`src/rtl/data_word_arbiter.sv`:
```
// rtl/data_word_arbiter.sv - two-requester round-robin arbiter loading a shared data word
// Optional in-module checks compiled when DATA_ARB_ASSERT_EN is defined.
module data_word_arbiter #(
    parameter int WIDTH       = 16,
    parameter int HOLD_CYCLES = 2
) (
    input  logic             clk,
    input  logic             reset,
    input  logic             req0_valid,
    input  logic [WIDTH-1:0] req0_data,
    output logic             req0_ready,
    input  logic             req1_valid,
    input  logic [WIDTH-1:0] req1_data,
    output logic             req1_ready,
    output logic [WIDTH-1:0] data,
    output logic             data_valid,
    output logic             owner,
    output logic             busy
);

    localparam logic [7:0] HOLD_LOAD = 8'(HOLD_CYCLES - 1);

    typedef enum logic {
        IDLE = 1'b0,
        HOLD = 1'b1
    } state_t;

    state_t           state, state_next;
    logic [7:0]       hold_cnt, hold_cnt_next;
    logic             prio, prio_next;
    logic [WIDTH-1:0] data_q, data_next;
    logic             owner_q, owner_next;
    logic             data_valid_q, data_valid_next;
    logic             grant0, grant1;

    always_ff @(posedge clk) begin
        if (reset) begin
            state        <= IDLE;
            hold_cnt     <= 8'd0;
            prio         <= 1'b0;
            data_q       <= '0;
            owner_q      <= 1'b0;
            data_valid_q <= 1'b0;
        end else begin
            state        <= state_next;
            hold_cnt     <= hold_cnt_next;
            prio         <= prio_next;
            data_q       <= data_next;
            owner_q      <= owner_next;
            data_valid_q <= data_valid_next;
        end
    end

    always_comb begin
        state_next      = state;
        hold_cnt_next   = hold_cnt;
        prio_next       = prio;
        data_next       = data_q;
        owner_next      = owner_q;
        data_valid_next = data_valid_q;
        grant0          = 1'b0;
        grant1          = 1'b0;
        case (state)
            IDLE: begin
                // Readies are gated by reset so a reset cycle can never transfer.
                if (!reset) begin
                    if (req0_valid && (!req1_valid || !prio)) begin
                        grant0 = 1'b1;
                    end else if (req1_valid) begin
                        grant1 = 1'b1;
                    end
                end
                if (grant0 || grant1) begin
                    data_next       = grant1 ? req1_data : req0_data;
                    owner_next      = grant1;
                    data_valid_next = 1'b1;
                    hold_cnt_next   = HOLD_LOAD;
                    prio_next       = ~grant1;
                    state_next      = HOLD;
                end
            end
            HOLD: begin
                if (hold_cnt == 8'd0) begin
                    state_next      = IDLE;
                    data_valid_next = 1'b0;
                end else begin
                    hold_cnt_next = hold_cnt - 8'd1;
                end
            end
            default: state_next = IDLE;
        endcase
    end

    assign req0_ready = grant0;
    assign req1_ready = grant1;
    assign data       = data_q;
    assign data_valid = data_valid_q;
    assign owner      = owner_q;
    assign busy       = (state == HOLD);

`ifdef DATA_ARB_ASSERT_EN
    a_reset_zero: assert property (@(posedge clk) disable iff (reset)
        $rose(reset) |=> data == '0)
        else $error("data not zero after reset");

    a_one_ready: assert property (@(posedge clk) disable iff (reset)
        !(req0_ready && req1_ready))
        else $error("both readies high");

    a_valid_busy: assert property (@(posedge clk) disable iff (reset)
        data_valid |-> busy)
        else $error("data_valid without busy");

    a_req0_stable: assert property (@(posedge clk) disable iff (reset)
        req0_valid && !req0_ready |=> req0_valid && $stable(req0_data))
        else $error("requester 0 changed before ready");

    a_req1_stable: assert property (@(posedge clk) disable iff (reset)
        req1_valid && !req1_ready |=> req1_valid && $stable(req1_data))
        else $error("requester 1 changed before ready");
`else
`endif

endmodule

```
`config.mk`:
```
export PLATFORM = sky130hd
export DESIGN_NAME = data_word_arbiter
export DESIGN_NICKNAME = d
export VERILOG_FILES = /design/src/rtl/data_word_arbiter.sv
export SDC_FILE = /design/constraint.sdc
export NUM_CORES = 1
export LEC_CHECK = 0
export BUFFER_PORTS_ARGS = -buffer_cell sky130_fd_sc_hd__clkbuf_2
export CORE_UTILIZATION = 46
export DETAILED_ROUTE_END_ITERATION = 12
export GPL_TIMING_DRIVEN = 1
export PLACE_DENSITY = 0.77
export SETUP_SLACK_MARGIN = 0.15
export SLEW_MARGIN = 20
export SYNTH_ARGS = -nofsm -noshare
export SYNTH_HDL_FRONTEND = slang
export SYNTH_SLANG_ARGS = --single-unit
```
`constraint.sdc`:
```
create_clock -name clk -period 1.75 [get_ports clk]
set_input_delay 0.175 -clock clk [delete_from_list [all_inputs] [get_ports clk]]
set_output_delay 0.175 -clock clk [all_outputs]
set_load 0.1 [all_outputs]
```
==> results of run 1 <==
==> cell families (layout without fill, tap and decap cells) <==
family	Yosys count	after routing
AO/OA/AOI/OAI	42	42
multiplexers	15	15
AND/OR/NAND/NOR	46	46
adder cells (fa/ha/maj)	2	2
flip-flops	28	28
buffers and inverters	14	71
==> what timing repair did <==
item	CTS	global route
pin swaps	0	1
hold buffers	0	0
resized for setup	1	4
setup endpoints to repair	1	6
setup buffers	0	2
==> area by class of cell <==
type	instances	share of cell area, %
multi-input combinational	105	42.3
sequential	28	31.7
timing repair buffer	63	21.0
tap	31	2.17
clock buffer	4	2.03
inverter	4	0.839
==> where the power goes <==
group          internal, mW  leakage (nW)  switching, mW
Sequential            0.690         0.232         0.0402
Combinational         0.181         0.589          0.485
Clock                 0.128        0.0210          0.198
==> worst max-delay path by stage <==
stage / endpoint / slack [ns]
after floorplan: data[15]$_SDFFE_PP0P_ / 0.14
after global placement: hold_cnt[0]$_SDFFE_PP0P_ / 0.28
after detailed placement: hold_cnt[1]$_SDFFE_PP0P_ / 0.23
after CTS: hold_cnt[1]$_SDFFE_PP0P_ / 0.18
after global routing: hold_cnt[1]$_SDFFE_PP0P_ / 0.10
final: hold_cnt[1]$_SDFFE_PP0P_ / 0.20
==> per-stage QoR <==
step	setup WS, ns	total power, mW	instance area [sq um]	cells
floorplan	0.141	1.25	1390	147
global placement	0.280	1.38	1710	229
detailed placement	0.233	1.39	1710	229
CTS	0.184	1.71	1750	233
global route	0.102	1.80	1790	235
finish	0.198	1.72	1790	235
==> state kept, by name (all words and copies together) (netlist names) <==
name        count
owner           1
prio            1
hold_cnt        8
data           16
data_valid      1
busy            1
==> synth_stat cells (2+ instances only) <==
cell type                  instances  area [sq um]
sky130_fd_sc_hd__nand3b_1          3          22.5
sky130_fd_sc_hd__nand2b_1          3          18.8
sky130_fd_sc_hd__mux2i_1          15           150
sky130_fd_sc_hd__o21ai_0           7          35.0
sky130_fd_sc_hd__nand2_1           3          11.3
sky130_fd_sc_hd__dfxtp_1          28           561
sky130_fd_sc_hd__buf_2             4          20.0
sky130_fd_sc_hd__buf_4             3          22.5
sky130_fd_sc_hd__nor2b_1           2          12.5
sky130_fd_sc_hd__nor2_1           24          90.1
sky130_fd_sc_hd__o21bai_1          2          15.0
sky130_fd_sc_hd__nor3b_1           2          15.0
sky130_fd_sc_hd__inv_1             4          15.0
sky130_fd_sc_hd__a211oi_1         16           120
sky130_fd_sc_hd__a21oi_2           2          17.5
sky130_fd_sc_hd__ha_1              2          25.0
sky130_fd_sc_hd__a21oi_1           7          35.0
sky130_fd_sc_hd__nor3_1            4          20.0
==> worst reg2reg max path: stages, from the launching register on <==
cell	delay, ns
sky130_fd_sc_hd__dfxtp_1	0.37
sky130_fd_sc_hd__inv_1	0.09
sky130_fd_sc_hd__ha_1	0.18
sky130_fd_sc_hd__nor3b_4	0.25
sky130_fd_sc_hd__a21oi_4	0.12
sky130_fd_sc_hd__or3_1	0.35
sky130_fd_sc_hd__a21oi_2	0.14
==> per-layer routing <==
layer	GRT usage, %	part of all wire, %
met3	2.09	4.2
met2	33.2	50
met5	0	0
met4	9.41	2.4
met1	25.6	44
==> layout by cell type, fill, tap and decap left out, types with 2 or more instances in the layout <==
master / count
sky130_fd_sc_hd__mux2i_1: 15
sky130_fd_sc_hd__a21oi_1: 6
sky130_fd_sc_hd__nor3b_1: 2
sky130_fd_sc_hd__nand3b_1: 3
sky130_fd_sc_hd__clkbuf_4: 3
sky130_fd_sc_hd__inv_1: 4
sky130_fd_sc_hd__ha_1: 2
sky130_fd_sc_hd__nand2_1: 2
sky130_fd_sc_hd__nor3_1: 4
sky130_fd_sc_hd__clkbuf_2: 54
sky130_fd_sc_hd__a211oi_1: 16
sky130_fd_sc_hd__buf_4: 6
sky130_fd_sc_hd__o21ai_0: 7
sky130_fd_sc_hd__a21oi_4: 2
sky130_fd_sc_hd__nor2_4: 2
sky130_fd_sc_hd__nand2b_1: 2
sky130_fd_sc_hd__buf_12: 3
sky130_fd_sc_hd__dfxtp_4: 2
sky130_fd_sc_hd__nor2_1: 22
sky130_fd_sc_hd__o21bai_1: 2
sky130_fd_sc_hd__dfxtp_1: 26
sky130_fd_sc_hd__nor2b_1: 2
==> run summary, run 1 <==
Die width: 56.2 um
Proportion of synthesized flip-flops having asynchronous set or reset: 0%
Period minus WS final: 1.55 ns
Die height: 56.2 um
Cell at the slowest stage of the critical path: sky130_fd_sc_hd__dfxtp_1
Number of global-route vias before repair: 1210
Adder and majority gate portion of the synthesized area: 1.86%
Starting density of the core: 48.9%
Setup slack of the worst register-to-register path: 0.20 ns
Number of nets in the layout: 243
Hold Path Origin: req0_data[15]
Number of cells on the worst reg-to-reg path: 6
Final number of setup-violating endpoints: 0
# rows: 19
First-pass GRT wire length: 5030 um
Syn avg cell area: 9.18 sq um
Layout cell share with drive strength beyond 1: 38.2%
Complex-gate fraction of the synthesized area: 21.4%
Total leakage power: 0.842 nW
Count of cells along the worst hold path: 2
Total count of max-transition violations in the final report: 0
Category of the worst setup path capture point: flop
Number of antenna violations at the first check in global routing: 0
Type of the setup path with the least slack: flop to flop
Beginning of the worst register-to-register path: hold_cnt[0]$_SDFFE_PP0P_
Root buffer selected by CTS: sky130_fd_sc_hd__clkbuf_4
Area fraction in and, or, nand and nor cells after synthesis: 18.0%
Required time at the worst-slack endpoint: 2.03 ns
Fill count: 243
Count of antenna diodes in the layout: 0
Post-synthesis register bit count: 28
Setup crit start: hold_cnt[0]$_SDFFE_PP0P_
Total overflow reported by the global router: 0
Worst ir drop on vdd: 0.695 mV
Rel. slew slack: 63.3%
Critical path peak fanout: 8
Multi-input gate area: 757 sq um
Footprint of the flip-flops and latches: 568 sq um
Via count: 1298
Cell area after technology mapping: 0.00135 sq mm
Startpoint Class: flop
Chain of cells forming the critical path: inv_1 > ha_1 > nor3b_4 > a21oi_4 > or3_1 > a21oi_2
Proportion of synthesized chip area in sequential cells: 41.6%
Top delay family on crit path: simple AND/OR/NAND/NOR gates
TritonCTS clock tree: yes
Total stage count of the critical path: 6
H-tree Lvls: 1
Fraction of synthesized area in multiplexers: 11.1%
CTS Buffer Depth: 2
Syn Inst Count: 147
Power per cell area: 961 mW/mm^2
Initial detailed-routing violation count: 36
Setup TNS: 0 ns
Layout area overhead: 32.7%
Detailed placer's ending HPWL: 2270 um
CTS clock-pin slew for the worst setup and hold paths: 0.15 ns
Core footprint: 0.00276 sq mm
DRC violations left: 0
Final worst path period share: 88.7%
Dominant combinational cell family by area after synthesis: compound AO/OA/AOI/OAI gates
Remaining number of nets flagged by the antenna check after routing: 0
Final hold violation count: 0
Post-Synth XOR/XNOR Area: 0%
Number of max-cap violations: 0
Leading register cell type out of synthesis: sky130_fd_sc_hd__dfxtp_1
Pin count of the biggest net entering global routing: 29
Yosys warns: 0
Worst min-delay path endpoint: data[15]$_SDFFE_PP0P_
I/O pin total: 57
Arrival time of data at the critical path endpoint: 1.83 ns
Status: finished, final reports clean
Count of flip-flops with a built-in enable after synthesis: 0
Aggregate global-route resource usage: 19.9%
DR vias/cell: 5.52
Total Die Area: 0.00315 sq mm
Number of distinct library cell variants in the gate-level netlist after synthesis: 34
RD Place Congestion: 0.794
Finished Core Util: 64.9%
Combined buffer and inverter count along the critical path: 1
Fmax: 644 MHz
Iteration count of the initial detailed-routing pass: 5
TritonCTS sink count: 28
Number of buffers added on ports: 56
Mean routed wirelength per cell: 13.2 um
Worst-case clock skew: 0.00991 ns
Total CTS buffers: 3
Setup repair after global routing missed its margin: yes
Fin Hold WS: 0.0388 ns
Reg2reg end: hold_cnt[1]$_SDFFE_PP0P_
Source-to-sink clock delay at the later pin of the worst-skew pair: 0.34 ns
Slew of the pin with the lowest slew margin: 0.552 ns
Hold crit path type: primary input to flop
Post-detailed-routing wire length: 3110 um
Largest stage delay on the critical path: 0.37 ns
Synthesized netlist net count: 185
No activity file was read; power rests on OpenSTA's default activity.
==> run 2: changes to the inputs <==
--- a/config.mk
+++ b/config.mk
@@ -10,6 +10,7 @@
 export DETAILED_ROUTE_END_ITERATION = 12
 export GPL_TIMING_DRIVEN = 1
 export PLACE_DENSITY = 0.77
+export RECOVER_POWER = 25
 export SETUP_SLACK_MARGIN = 0.15
 export SLEW_MARGIN = 20
 export SYNTH_ARGS = -nofsm -noshare
==> run summary, run 2 (synthesis gave the netlist of run 1 again) <==
Status: finished, final reports clean
Required time at the worst-slack endpoint: 2.03 ns (about the same)
DRC violations left: 0 (unchanged)
CTS Buffer Depth: 2 (unchanged)
Root buffer selected by CTS: sky130_fd_sc_hd__clkbuf_4
Number of cells on the worst reg-to-reg path: 6 (unchanged)
Arrival time of data at the critical path endpoint: 1.83 ns (about the same)
Die height: 56.2 um (unchanged)
Cell at the slowest stage of the critical path: sky130_fd_sc_hd__dfxtp_1
Rel. slew slack: 63.3% (unchanged)
Total overflow reported by the global router: 0 (unchanged)
Final hold violation count: 0 (unchanged)
Count of antenna diodes in the layout: 0 (unchanged)
Initial detailed-routing violation count: 30 (-17%)
TritonCTS clock tree: yes
Power per cell area: 963 mW/mm^2 (+0.18%)
Setup repair after global routing missed its margin: yes
Placement Setup Slack: 0.233 ns (unchanged)
Post-detailed-routing wire length: 3100 um (-0.35%)
Chain of cells forming the critical path: inv_1 > ha_1 > nor3b_4 > a21oi_4 > or3_1 > a21oi_2
# rows: 19 (unchanged)
Number of buffers added on ports: 56 (unchanged)
Aggregate global-route resource usage: 19.9% (unchanged)
Fmax: 643 MHz (-0.21%)
Count of cells along the worst hold path: 2 (unchanged)
Layout cell share with drive strength beyond 1: 37.7% (-0.49 points)
First-pass GRT wire length: 5030 um (unchanged)
RD Place Congestion: 0.794 (unchanged)
Layout area overhead: 32.2%
Setup TNS: 0 ns (unchanged)
Combinational share of power: 38.7% (about the same)
I/O pin total: 57 (unchanged)
CTS clock-pin slew for the worst setup and hold paths: 0.16 ns (about the same)
Category of the worst setup path capture point: flop
Number of max-cap violations: 0 (unchanged)
Total CTS buffers: 3 (unchanged)
Via count: 1295 (-0.23%)
Largest stage delay on the critical path: 0.37 ns (about the same)
Critical path peak fanout: 8 (unchanged)
Total leakage power: 0.841 nW (-0.15%)
Leading cell types in the layout, fill and taps excluded: sky130_fd_sc_hd__clkbuf_2 (54), sky130_fd_sc_hd__dfxtp_1 (26), sky130_fd_sc_hd__nor2_1 (23), sky130_fd_sc_hd__a211oi_1 (16), sky130_fd_sc_hd__mux2i_1 (15)
Count of hold-fix buffers inserted at cts: 0 (unchanged)
Placed Cells: 229 (unchanged)
Worst ir drop on vdd: 0.697 mV (+0.27%)
Iteration count of the initial detailed-routing pass: 6 (+1)
H-tree Lvls: 1 (unchanged)
Pin count of the biggest net entering global routing: 29 (unchanged)
Core footprint: 0.00276 sq mm (unchanged)
Number of antenna violations at the first check in global routing: 0 (unchanged)
Startpoint Class: flop
Slew of the pin with the lowest slew margin: 0.552 ns (+0.000000119 ns)
Starting density of the core: 48.9% (unchanged)
TritonCTS sink count: 28 (unchanged)
Hold crit path type: primary input to flop
Number of global-route vias before repair: 1210 (unchanged)
Type of the setup path with the least slack: flop to flop
DR vias/cell: 5.51 (-0.23%)
Total Die Area: 0.00315 sq mm (unchanged)
Worst Slack Setup Final: 0.195 ns (-0.00320 ns)
Switching power: 0.720 mW (-0.40%)
Power share of the clock group: 18.9% (about the same)
Final number of setup-violating endpoints: 0 (unchanged)
Switching share of power: 41.9% (-0.068 points)
Source-to-sink clock delay at the later pin of the worst-skew pair: 0.34 ns (about the same)
Total count of max-transition violations in the final report: 0 (unchanged)
Die width: 56.2 um (unchanged)
Mean routed wirelength per cell: 13.2 um (-0.35%)
Internal portion of total power: 0.997 mW (-0.12%)
Remaining number of nets flagged by the antenna check after routing: 0 (unchanged)
Number of nets in the layout: 243 (unchanged)
Sequential power share: 42.4% (about the same)
Worst-case clock skew: 0.0109 ns (+0.000960 ns)
Period minus WS final: 1.56 ns (+0.00320 ns)
Detailed placer's ending HPWL: 2270 um (unchanged)
Final worst path period share: 88.9% (+0.18 points)
Fin Hold WS: 0.0429 ns (+0.00405 ns)
Final cell count without fillers: 235 (unchanged)
Number of flip-flops under the largest register name: 16 (unchanged)
Finished Core Util: 64.7% (-0.27 points)
Most frequent standard cell in the layout excluding fill and tap cells: sky130_fd_sc_hd__clkbuf_2
[run 2: cell types whose count changed in the layout (fill, tap and decap cells not counted)]
cell and delta:
sky130_fd_sc_hd__nor2_4 -1, sky130_fd_sc_hd__nor2_1 +1
[run 2: worst max-delay path, delay by kind of cell, from the launching register on]
| family | cells | cell delay (ns) |
|---|---|---|
| buffers and inverters | 1 | 0.09 |
| DFF | 1 | 0.37 |
| and+or+nand+nor | 2 | 0.60 |
| AOI/OAI and AO/OA | 2 | 0.26 |
| adders and majority gates | 1 | 0.18 |
[run 2: final timing paths]
| kind | to | slack (ns) | start |
|---|---|---|---|
| worst max register to register | hold_cnt[1]$_SDFFE_PP0P_ | 0.19 | hold_cnt[0]$_SDFFE_PP0P_ |
| worst min-delay path | data[15]$_SDFFE_PP0P_ | 0.04 | req0_data[15] |
| worst min register to register | owner$_SDFFE_PP0P_ | 0.50 | owner$_SDFFE_PP0P_ |
| worst max-delay path | hold_cnt[1]$_SDFFE_PP0P_ | 0.19 | hold_cnt[0]$_SDFFE_PP0P_ |
[run 2: what timing repair did]
action	CTS	global route
pin swaps	0	1
endpoints found under the setup margin	1	6
resized for setup	1	4
setup buffers	0	2
[run 2: power by group through the flow]
stage	Sequential [mW]	Combinational [mW]	Clock, mW
floorplan	1.03	0.226	0
global placement	0.743	0.636	0
detailed placement	0.745	0.647	0
CTS	0.732	0.649	0.333
global route	0.737	0.699	0.360
finish	0.729	0.665	0.324
[run 2: layout make-up]
type                    count  area (sq um)
fillers                   243           975
clock buffers               4          36.3
repair buffers             63           375
flip-flops and latches     28           568
inverters                   4          15.0
well taps                  31          38.8
multi-input cells         105           749
[run 2: per-layer routing]
metal / track usage, % / part of all wire, %
met1: 25.6 / 44
met2: 33.2 / 49
met3: 2.09 / 4.5
met4: 9.41 / 1.9
met5: 0 / 0
[run 2: through the flow]
stage / area, sq um / power (mW)
after global placement: 1710 / 1.38
final: 1780 / 1.72
after CTS: 1750 / 1.71
after global routing: 1780 / 1.80
after floorplan: 1390 / 1.25
after detailed placement: 1710 / 1.39
